===== config.mk =====
export PLATFORM = sky130hd
export DESIGN_NAME = uart_rx_core
export DESIGN_NICKNAME = d
export VERILOG_FILES = /design/src/rtl/uart_pkg.sv /design/src/rtl/uart_rx_baud_tick.sv /design/src/rtl/uart_rx_core.sv
export SDC_FILE = /design/constraint.sdc
export NUM_CORES = 1
export LEC_CHECK = 0
export ABC_AREA = 0
export BUFFER_PORTS_ARGS = -buffer_cell sky130_fd_sc_hd__clkbuf_2
export CORE_MARGIN = 1
export CORE_UTILIZATION = 50
export CTS_CLUSTER_SIZE = 8
export DETAILED_ROUTE_END_ITERATION = 6
export PLACE_DENSITY = 0.81
export SLEW_MARGIN = 20
export SYNTH_ARGS = -nofsm -noshare
export SYNTH_HDL_FRONTEND = slang
export SYNTH_SLANG_ARGS = --single-unit
export TNS_END_PERCENT = 30

===== constraint.sdc =====
create_clock -name clk -period 4.6 [get_ports clk]
set_clock_uncertainty 0.1 [all_clocks]
set_input_delay 0.92 -clock clk [delete_from_list [all_inputs] [get_ports clk]]
set_output_delay 0.92 -clock clk [all_outputs]
set_load 0.01 [all_outputs]

===== src/rtl/uart_pkg.sv =====
// uart_pkg: shared receiver state type, frame constants and 3-sample majority vote
package uart_pkg;
  typedef enum logic [2:0] {IDLE, START, DATA, PARITY, STOP} rx_state_e;
  localparam int UART_DATA_BITS = 8;
  localparam int UART_OVERSAMPLE_DEF = 16;
  function automatic logic majority3(input logic a, input logic b, input logic c);
    return (a & b) | (a & c) | (b & c);
  endfunction
endpackage


===== src/rtl/uart_rx_baud_tick.sv =====
// uart_rx_baud_tick: divides clk by max(baud_divisor,1) into a one-cycle oversample tick
module uart_rx_baud_tick #(
  parameter int DIV_W = 16
) (
  input  logic             clk,
  input  logic             reset,
  input  logic [DIV_W-1:0] baud_divisor,
  output logic             tick
);
  logic [DIV_W-1:0] cnt, last;
  assign last = (baud_divisor == '0) ? '0 : baud_divisor - 1'b1;
  // >= so a divisor lowered mid-count wraps at once instead of rolling over
  assign tick = cnt >= last;
  always_ff @(posedge clk) begin
    cnt <= (reset || tick) ? '0 : cnt + 1'b1;
  end
endmodule


===== src/rtl/uart_rx_core.sv =====
// uart_rx_core: 16x-oversampled 8N1 UART receiver with 1-entry valid/ready holding register
// Define UART_RX_PARITY_EN for an extra parity bit (parity_odd selects odd/even, parity_error pulse).
module uart_rx_core
  import uart_pkg::*;
#(
  parameter int OVERSAMPLE = UART_OVERSAMPLE_DEF,
  parameter int DIV_W      = 16
) (
  input  logic                      clk,
  input  logic                      reset,
  input  logic                      rx_in,
  input  logic [DIV_W-1:0]          baud_divisor,
  input  logic                      data_ready,
`ifdef UART_RX_PARITY_EN
  input  logic                      parity_odd,
  output logic                      parity_error,
`endif
  output logic [UART_DATA_BITS-1:0] data_out,
  output logic                      data_valid,
  output logic                      start_bit,
  output logic                      framing_error,
  output logic                      overrun,
  output logic                      busy
);
  localparam int SW = $clog2(OVERSAMPLE);
  localparam int IW = $clog2(UART_DATA_BITS);
  localparam logic [SW-1:0] S_LO  = SW'(OVERSAMPLE / 2 - 1);
  localparam logic [SW-1:0] S_MID = SW'(OVERSAMPLE / 2);
  localparam logic [SW-1:0] S_HI  = SW'(OVERSAMPLE / 2 + 1);
  localparam logic [SW-1:0] S_END = SW'(OVERSAMPLE - 1);
  localparam logic [IW-1:0] I_END = IW'(UART_DATA_BITS - 1);
  rx_state_e state, nstate;
  logic sync1, rx, prev_rx, tick, maj, dec, bend, stop_dec, good, load, par_bad;
  logic [SW-1:0] s;
  logic [IW-1:0] idx;
  logic [1:0] samp;
  logic [UART_DATA_BITS-1:0] shreg;
`ifdef UART_RX_PARITY_EN
  logic par_bit;
  assign par_bad = ((^shreg) ^ par_bit) != parity_odd;
`else
  assign par_bad = 1'b0;
`endif
  uart_rx_baud_tick #(.DIV_W(DIV_W)) u_tick (
    .clk          (clk),
    .reset        (reset),
    .baud_divisor (baud_divisor),
    .tick         (tick)
  );
  assign busy = state != IDLE;
  always_comb begin
    nstate   = state;
    maj      = majority3(samp[1], samp[0], rx);
    dec      = tick && s == S_HI;
    bend     = tick && s == S_END;
    stop_dec = state == STOP && dec;
    good     = stop_dec && maj && !par_bad;
    load     = good && (!data_valid || data_ready);
    case (state)
      IDLE:   nstate = (tick && prev_rx && !rx) ? START : IDLE;
      START:  nstate = (dec && maj) ? IDLE : bend ? DATA : START;
`ifdef UART_RX_PARITY_EN
      DATA:   nstate = (bend && idx == I_END) ? PARITY : DATA;
      PARITY: nstate = bend ? STOP : PARITY;
`else
      DATA:   nstate = (bend && idx == I_END) ? STOP : DATA;
`endif
      STOP:   nstate = dec ? IDLE : STOP;
      default: nstate = IDLE;
    endcase
  end
  always_ff @(posedge clk) begin
    if (reset) begin
      {rx, sync1}   <= 2'b11;
      prev_rx       <= 1'b0;
      state         <= IDLE;
      s             <= '0;
      idx           <= '0;
      samp          <= '0;
      shreg         <= '0;
      data_out      <= '0;
      data_valid    <= 1'b0;
      start_bit     <= 1'b0;
      framing_error <= 1'b0;
      overrun       <= 1'b0;
`ifdef UART_RX_PARITY_EN
      par_bit       <= 1'b0;
      parity_error  <= 1'b0;
`endif
    end else begin
      {rx, sync1}   <= {sync1, rx_in};
      if (tick) prev_rx <= rx;
      state         <= nstate;
      s             <= (state == IDLE) ? '0 : tick ? s + 1'b1 : s;
      idx           <= (state != DATA) ? '0 : bend ? idx + 1'b1 : idx;
      if (tick && s == S_LO) samp[1] <= rx;
      if (tick && s == S_MID) samp[0] <= rx;
      if (state == DATA && dec) shreg[idx] <= maj;
      start_bit     <= state == START && dec && !maj;
      framing_error <= stop_dec && !maj;
      overrun       <= good && data_valid && !data_ready;
      if (load) data_out <= shreg;
      data_valid    <= load || (data_valid && !data_ready);
`ifdef UART_RX_PARITY_EN
      if (state == PARITY && dec) par_bit <= maj;
      parity_error  <= stop_dec && par_bad;
`endif
    end
  end
endmodule

==> impl_metrics.tcl, run 1 <==
set metrics [dict create \
    cp.arrival_ps 4260 \
    critPathLaunchType "input pin" \
    drive_gt1_frac 0.151 \
    fin_setup_tns_ps 0 \
    drtAntennaViolNets 0 \
    dr_total_vias 2561 \
    die_h_um 80.6 \
    worst_pin_slew_ps 793 \
    drv_cap 0 \
    ys_types 51 \
    clockRootBuffer "clkbuf_8" \
    criticalPathCategory "input pin to flop" \
    clock_sinks 51 \
    hpwl_um 4890 \
    nets 427 \
    area_growth_pct 10.4 \
    ys_seq_elements 51 \
    routabilityCongestion 0.859 \
    diodes 0 \
    cp-end-kind "flop" \
    cts_buffer_depth 2 \
    critPathSlowestCell "nor4_1" \
    hold_violations 0 \
    die_w_um 80.6 \
    clock_latency_ps 310 \
    worstPathMaxFanout 15 \
    mostFrequentLayoutCells "dfxtp_1, nand2_1, clkbuf_2" \
    cts_resized 0 \
    post-route-period-util 0.908 \
    crit_buf_inv 2 \
    clk_transition_reported_paths_ps 100 \
    reg2reg_depth 8 \
    die_area_um2 6500 \
    synthCells 353 \
    track_usage 0.220 \
    status "completed" \
    power_density_nw_per_um2 233 \
    drc 0 \
    fin_crit_ps 4180 \
    first_global_vias 2496 \
    cts_tree "built" \
    cp.required_ps 4690 \
    seq_area_um2 1020 \
    start_util 0.519 \
    syn_nets 397 \
    rsz0062_at_grt "false" \
    r2r_slack_ps 2040 \
    syn_area_per_cell_um2 8.75 \
    min_path_type "flop to flop" \
    ioPinCount 33 \
    synth_area_um2 3090 \
    drtIter0Drc 123 \
    routed_wl_um 6450 \
    grt-ovfl-total 0 \
    n_fill_cell 540 \
    routed_via_density 5.58 \
    antenna_found_initial 0 \
    dr.pass1.iters 4 \
    crit_path_max_incr_delay_ps 460 \
    hold_depth 1 \
    instances_no_fill 459 \
    grt_pass1_wl_um 11300 \
    worst-path-stages 12 \
    port_buffers 32 \
    ir_drop_mv 0.218 \
    slew_headroom 0.472 \
    cts_hold_buffers 0 \
    final_common_cell "dfxtp_1" \
    grt_max_degree 48 \
    core_area_um2 5960 \
    cts-buffers-inserted 5 \
    max_freq_mhz 239 \
    placed_cells_incl_taps 451 \
    maxSlewViolCount 0 \
    path_delay_family "simple AND/OR/NAND/NOR gates" \
    cts_setup_buffers 0 \
    p_leak_nw 1.39 \
    rows 28 \
    synth-warning-count 0 \
    wire_per_inst_um 14.1 \
    setup_violations 0 \
    ys_seq_area_frac 0.330 \
    multi_input_area_um2 1950 \
    h-tree-depth 2 \
    path_cells "clkbuf_2 > nor4_1 > nor2b_1 > nand3_1 > nand2_1 > ha_1 > o21ai_1 > a211o_1 > o32ai_2 > buf_4 > nor2_1 > nor4b_1" \
]
==> power breakdown <==
part / switching, W / total, W / internal, W
logic: 0.0000360 / 0.0000669 / 0.0000310
registers: 0.00000407 / 0.000449 / 0.000444
clock network: 0.000167 / 0.000280 / 0.000113
==> cell usage after synthesis, drive strengths merged <==
master | n | area, µm²
nor4 | 4 | 25.0
o2111ai | 6 | 52.6
o32ai | 2 | 25.0
and3 | 1 | 6.26
a211o | 2 | 17.5
and3b | 1 | 8.76
a2111oi | 3 | 57.6
nor4b | 1 | 8.76
nand2b | 25 | 156
nor2b | 5 | 31.3
nand2 | 36 | 138
clkbuf | 9 | 33.8
a2111o | 1 | 11.3
nand3 | 14 | 70.1
o32a | 1 | 22.5
buf | 5 | 32.5
a21o | 1 | 7.51
nand4b | 2 | 17.5
nand3b | 4 | 30.0
xnor2 | 17 | 149
inv | 14 | 52.6
nor2 | 17 | 63.8
or4 | 1 | 7.51
or2 | 3 | 18.8
o22ai | 1 | 6.26
a22oi | 1 | 7.51
or3 | 3 | 18.8
ha | 24 | 300
nor3 | 31 | 155
mux2i | 22 | 220
a32o | 1 | 10.0
xor2 | 10 | 87.6
o21bai | 1 | 7.51
o21ai | 8 | 43.8
nor3b | 2 | 15.0
a211oi | 2 | 25.0
nand4 | 6 | 37.5
dfxtp | 51 | 1020
maj3 | 1 | 10.0
a21oi | 12 | 63.8
a31oi | 1 | 6.26
a41o | 1 | 10.0
==> path summary, 6_finish.rpt <==
| kind | endpoint | start |
|---|---|---|
| max | overrun | baud_divisor[7] |
| min | rx | sync1 |
| max reg2reg | state[2] | u_tick.cnt[0] |
| min reg2reg | rx | sync1 |
==> final cells by class <==
class / count / share of cell area
clock buffer: 5 / 0.0202
tap: 75 / 0.0275
clock inverter: 3 / 0.00843
timing repair buffer: 37 / 0.0579
inverter: 14 / 0.0154
sequential: 51 / 0.299
multi-input combinational: 274 / 0.571
==> state kept, by name, indices dropped and copies added, names as in the netlist <==
name	flops
state	3
shreg	8
start_bit	1
u_tick.cnt	16
framing_error	1
data_out	8
s	4
rx	1
sync1	1
idx	3
samp	2
data_valid	1
prev_rx	1
overrun	1
==> stage by stage <==
step / worst slack (ps) / power, W / utilization / instance area (µm²) / hold WS (ps)
2_1_floorplan: 713 / 0.000502 / - / 3090 / 289
3_3_place_gp: 340 / 0.000523 / 0.557 / 3310 / 300
3_5_place_dp: 156 / 0.000525 / 0.557 / 3310 / 299
4_1_cts: 458 / 0.000798 / 0.573 / 3410 / 323
5_1_grt: 58.4 / 0.000826 / 0.573 / 3410 / 336
6_report: 424 / 0.000795 / 0.573 / 3410 / 319
==> cells by family after synthesis <==
| family | Yosys count | share of synthesized area |
|---|---|---|
| AOI/OAI and AO/OA | 44 | 0.121 |
| xor gates and xnor gates | 27 | 0.0765 |
| and+or+nand+nor | 156 | 0.262 |
| adders and majority gates | 25 | 0.100 |
| muxes | 22 | 0.0713 |
| buffers and inverters | 28 | 0.0385 |
| DFF | 51 | 0.330 |
==> worst reg2reg max path, stage by stage (launching register included) <==
cell	delay (ps)
dfxtp_1	440
inv_1	70
ha_1	280
nand2b_1	180
a2111oi_4	470
o32ai_2	210
buf_4	210
o21ai_0	350
a32o_1	190
==> routing by layer <==
| metal | share of wire | track usage |
|---|---|---|
| met4 | 0.0033 | 0.0554 |
| met5 | 0 | 0 |
| met3 | 0.036 | 0.0375 |
| met2 | 0.47 | 0.369 |
| met1 | 0.49 | 0.290 |
Power figures use the tool's default switching activity.
==> run 2: changes to the inputs <==
--- a/config.mk
+++ b/config.mk
@@ -11,7 +11,7 @@
 export CORE_UTILIZATION = 50
 export CTS_CLUSTER_SIZE = 8
 export DETAILED_ROUTE_END_ITERATION = 6
-export PLACE_DENSITY = 0.81
+export PLACE_DENSITY = 0.83
 export SLEW_MARGIN = 20
 export SYNTH_ARGS = -nofsm -noshare
 export SYNTH_HDL_FRONTEND = slang
==> constraint.sdc (replaced) <==
create_clock -name clk -period 3.7 [get_ports clk]
set_clock_uncertainty 0.1 [all_clocks]
set_input_delay 0.74 -clock clk [delete_from_list [all_inputs] [get_ports clk]]
set_output_delay 0.74 -clock clk [all_outputs]
set_load 0.01 [all_outputs]
==> impl_metrics.tcl, run 2 (same netlist as run 1, synthesis figures left out) <==
set metrics [dict create \
    instances_no_fill 484 \
    h-tree-depth 2 \
    cts-buffers-inserted 5 \
    cp.arrival_ps 3720 \
    multi_input_area_um2 2000 \
    setup_violations 0 \
    core_area_um2 5960 \
    p_seq_frac 0.518 \
    r2r_slack_ps 1270 \
    dr_total_vias 2820 \
    die_area_um2 6500 \
    port_buffers 32 \
    ir_drop_mv 0.206 \
    reg2reg_depth 9 \
    clockPowerShare 0.391 \
    critPathSlowestCell "or4_1" \
    regMostFlops "u_tick.cnt" \
    placed_cells_incl_taps 476 \
    clock_latency_ps 310 \
    clockRootBuffer "clkbuf_8" \
    seq_area_um2 1020 \
    grt_pass1_wl_um 12200 \
    min-delay-start "sync1" \
    grt-ovfl-total 0 \
    routabilityCongestion 0.866 \
    worstPathMaxFanout 11 \
    routed_wl_um 7270 \
    wire_per_inst_um 15.0 \
    cts_resized 0 \
    criticalPathCategory "input pin to flop" \
    hold_depth 1 \
    cts_tree "built" \
    die_h_um 80.6 \
    die_w_um 80.6 \
    start_util 0.519 \
    cts_hold_buffers 0 \
    rows 28 \
    drv_cap 0 \
    final_common_cell "dfxtp_1" \
    cp-end-kind "flop" \
    critPathLaunchType "input pin" \
    area_growth_pct 19.4 \
    status "completed" \
    top_regs "u_tick.cnt (16), data_out (8), shreg (8)" \
    dr.pass1.iters 6 \
    fin_crit_ps 3590 \
    antenna_found_initial 0 \
    nets 452 \
    first_global_vias 2776 \
    mostFrequentLayoutCells "dfxtp_1, nand2_1, clkbuf_2" \
    power_density_nw_per_um2 292 \
    ioPinCount 33 \
    drtIter0Drc 247 \
    clock_sinks 51 \
    whs_endpoint "rx" \
    cp.required_ps 3830 \
    diodes 0 \
    hpwl_um 5380 \
    p_comb_frac 0.091 \
    drive_gt1_frac 0.218 \
    routed_via_density 5.83 \
    cts_setup_buffers 0 \
    cts_buffer_depth 2 \
    path_cells "clkbuf_2 > or4_1 > nor2_2 > nand3_1 > xnor2_1 > nand2_1 > ha_1 > nand4_1 > a211o_1 > o32a_4 > buf_12 > a211oi_2 > mux2i_1" \
    hold_violations 0 \
    clk_transition_reported_paths_ps 100 \
    maxSlewViolCount 0 \
    crit_path_max_incr_delay_ps 580 \
    grt_max_degree 26 \
    swShare 0.234 \
    drtAntennaViolNets 0 \
    power_w 0.00108 \
    r2r_start "u_tick.cnt[0]" \
    p_sw_w 0.000251 \
    max_freq_mhz 278 \
    reg2reg_to "data_out[6]" \
    track_usage 0.241 \
    internal_power_w 0.000824 \
    largest_reg_flops 16 \
    p_leak_nw 1.53 \
    slew_headroom 0.400 \
    post-route-period-util 0.971 \
    drc 0 \
    n_fill_cell 491 \
    worst_pin_slew_ps 893 \
    min_path_type "flop to flop" \
]
-- run 2: changes by cell type in the layout (fill, tap and decap cells not counted), sizes merged --
| cell | delta |
|---|---|
| buf | +25 |
| clkinv | -2 |
| clkbuf | +1 |
| bufinv | +1 |
-- run 2: how the worst max path moves through the flow --
stage / start / slack [ps] / endpoint / cells after the start
global placement: baud_divisor[7] / -40 / shreg[7] / 13
detailed placement: baud_divisor[7] / -260 / idx[0] / 14
global route: baud_divisor[13] / -40 / samp[1] / 13
floorplan: baud_divisor[13] / 90 / u_tick.cnt[10] / 13
finish: baud_divisor[13] / 110 / samp[1] / 13
CTS: baud_divisor[7] / 50 / samp[1] / 14
-- run 2: cell type report --
type | count | area share
clock buffer | 6 | 0.0224
clock inverter | 2 | 0.0105
inverter | 14 | 0.0142
multi-input combinational | 274 | 0.542
sequential | 51 | 0.277
tap | 75 | 0.0254
timing repair buffer | 62 | 0.109
-- run 2: critical path, delay by kind of cell --
family	cells	cell delay [ps]
AOI/OAI and AO/OA	3	910
xor gates and xnor gates	1	180
adders and majority gates	1	290
buffers and inverters	2	250
muxes	1	240
and+or+nand+nor	5	1100
-- run 2: stage by stage --
stage               setup slack (ps)  setup TNS (ps)  utilization  instance area, µm²  hold WS [ps]
floorplan                       87.4               0            -                3090           289
detailed placement              -260           -7150        0.591                3520           302
global placement               -37.5            -118        0.591                3520           298
finish                           109               0        0.619                3690           329
global route                   -38.8            -116        0.619                3690           354
CTS                             53.4               0        0.611                3640           332
-- run 2: power by group through the flow --
stage / clock [W] / sequential [W] / combinational [W]
floorplan: 0 / 0.000569 / 0.0000557
global placement: 0 / 0.000570 / 0.0000918
detailed placement: 0 / 0.000570 / 0.0000955
CTS: 0.000422 / 0.000557 / 0.0000964
global route: 0.000446 / 0.000558 / 0.000109
finish: 0.000420 / 0.000557 / 0.0000980
-- run 2: per-layer routing --
| layer | global-route usage | share of wire |
|---|---|---|
| met1 | 0.283 | 0.43 |
| met2 | 0.434 | 0.51 |
| met3 | 0.0398 | 0.049 |
| met4 | 0.0857 | 0.014 |
| met5 | 0 | 0 |
==> run 3: changes to the inputs <==
--- a/config.mk
+++ b/config.mk
@@ -8,10 +8,10 @@
 export ABC_AREA = 0
 export BUFFER_PORTS_ARGS = -buffer_cell sky130_fd_sc_hd__clkbuf_2
 export CORE_MARGIN = 1
-export CORE_UTILIZATION = 50
+export CORE_UTILIZATION = 53
 export CTS_CLUSTER_SIZE = 8
 export DETAILED_ROUTE_END_ITERATION = 6
-export PLACE_DENSITY = 0.83
+export PLACE_DENSITY = 0.87
 export SLEW_MARGIN = 20
 export SYNTH_ARGS = -nofsm -noshare
 export SYNTH_HDL_FRONTEND = slang
==> impl_metrics.tcl, run 3 (same netlist as run 1, synthesis figures left out) <==
set metrics [dict create \
    n_fill_cell 403 \
    min_path_type "flop to flop" \
    dr.pass1.iters 5 \
    routed_via_density 5.82 \
    status "completed" \
    power_density_nw_per_um2 281 \
    cp.required_ps 3830 \
    reg2reg_to "data_out[5]" \
    dr_total_vias 2836 \
    routabilityCongestion 0.887 \
    first_global_vias 2600 \
    fin_setup_tns_ps 0 \
    clock_sinks 51 \
    port_buffers 32 \
    rsz0062_at_grt "true" \
    clk_transition_reported_paths_ps 90 \
    cp-end-kind "flop" \
    max_freq_mhz 272 \
    regMostFlops "u_tick.cnt" \
    drc 0 \
    mostFrequentLayoutCells "dfxtp_1, nand2_1, buf_4" \
    grt_pass1_wl_um 11500 \
    placed_cells_incl_taps 472 \
    setup_violations 0 \
    post-route-period-util 0.994 \
    cts_tree "built" \
    ioPinCount 33 \
    drtAntennaViolNets 0 \
    h-tree-depth 2 \
    core_area_um2 5570 \
    antenna_found_initial 0 \
    crit_end "shreg[3]" \
    cts_buffer_depth 2 \
    critPathLaunchType "input pin" \
    slew_headroom 0.445 \
    start_util 0.554 \
    grt-ovfl-total 0 \
    nets 458 \
    drtIter0Drc 279 \
    die_w_um 78.3 \
    routed_wl_um 7490 \
    track_usage 0.234 \
    worst_pin_slew_ps 825 \
    grt_max_degree 48 \
    hold_violations 0 \
    reg2reg_depth 7 \
    drv_cap 0 \
    r2r_slack_ps 1100 \
    area_growth_pct 23.1 \
    r2r_start "u_tick.cnt[0]" \
    design_area_um2 3800 \
    place_area_um2 3510 \
    maxSlewViolCount 0 \
    cp.arrival_ps 3810 \
    p_leak_nw 1.58 \
    die_h_um 78.3 \
    criticalPathCategory "input pin to flop" \
    clockRootBuffer "clkbuf_8" \
    fin_crit_ps 3680 \
    wire_per_inst_um 15.4 \
    ir_drop_mv 0.277 \
    cts-buffers-inserted 5 \
    clock_latency_ps 310 \
    drive_gt1_frac 0.234 \
    critical_path.startpoint "baud_divisor[7]" \
    final_common_cell "dfxtp_1" \
    largest_reg_flops 16 \
    worstPathMaxFanout 5 \
    die_area_um2 6140 \
    diodes 0 \
    hpwl_um 5160 \
    top_regs "u_tick.cnt (16), data_out (8), shreg (8)" \
    instances_no_fill 487 \
    hold_depth 1 \
    rows 27 \
]
==> run 3: cell types whose count changed in the layout (fill, tap and decap cells not counted), sizes merged <==
cell | before | now
clkinv | 0 | 1
inv | 15 | 14
buf | 30 | 36
==> run 3: metal layers <==
| layer | GRT usage | wire (µm) | part of all wire | vias to the layer above |
|---|---|---|---|---|
| met5 | 0 | 0 | 0 | - |
| met4 | 0.0574 | 135 | 0.018 | 0 |
| met3 | 0.0372 | 395 | 0.053 | 16 |
| met2 | 0.405 | 3730 | 0.50 | 112 |
| met1 | 0.303 | 3230 | 0.43 | 1338 |
| li1 | - | - | - | 1370 |
==> run 3: worst max-delay path, stage by stage <==
cell	delay [ps]
buf_6	100
nor4_4	260
buf_4	160
nand4b_1	180
nor2_1	190
xor2_1	190
nand2_1	80
ha_1	290
nand4_1	160
a211o_1	370
o32a_4	400
a2111oi_4	420
mux2i_1	250
==> run 3: what timing repair did <==
| action | CTS | global route |
|---|---|---|
| hold buffers | 0 | 0 |
| pin swaps | 1 | 5 |
| setup endpoints to repair | 23 | 31 |
| buffers inserted | 3 | 3 |
| cloned | 0 | 1 |
| gates resized for setup | 2 | 17 |
==> run 3: metrics by stage <==
step,power (W),util,worst slack (ps),hold WS (ps)
after CTS,0.00106,0.656,79.7,334
after global routing,0.00110,0.682,-125,356
after floorplan,0.000624,-,87.4,289
after detailed placement,0.000666,0.629,-648,312
after global placement,0.000662,0.629,-427,310
final,0.00107,0.682,20.6,335
==> run 3: report_power, final <==
group	switching, W	leakage, nW	internal [W]	total [W]
Sequential	0.00000508	0.412	0.000552	0.000557
Combinational	0.0000530	1.11	0.0000520	0.000105
Clock	0.000185	0.0612	0.000219	0.000404
==> run 3: layout make-up <==
| cell class | instances | area, µm² | area share |
|---|---|---|---|
| Timing Repair Buffer | 68 | 470 | 0.124 |
| Multi-Input combinational cell | 274 | 2050 | 0.539 |
| Clock inverter | 2 | 35.0 | 0.00921 |
| Inverter | 14 | 52.6 | 0.0138 |
| Clock buffer | 6 | 82.6 | 0.0217 |
| Sequential cell | 51 | 1020 | 0.269 |
| Tap cell | 72 | 90.1 | 0.0237 |
==> run 3: worst min path at each step <==
stage	to	start
6_report	rx	sync1
5_1_grt	rx	sync1
2_1_floorplan	rx	sync1
3_5_place_dp	rx	sync1
3_3_place_gp	rx	sync1
4_1_cts	rx	sync1
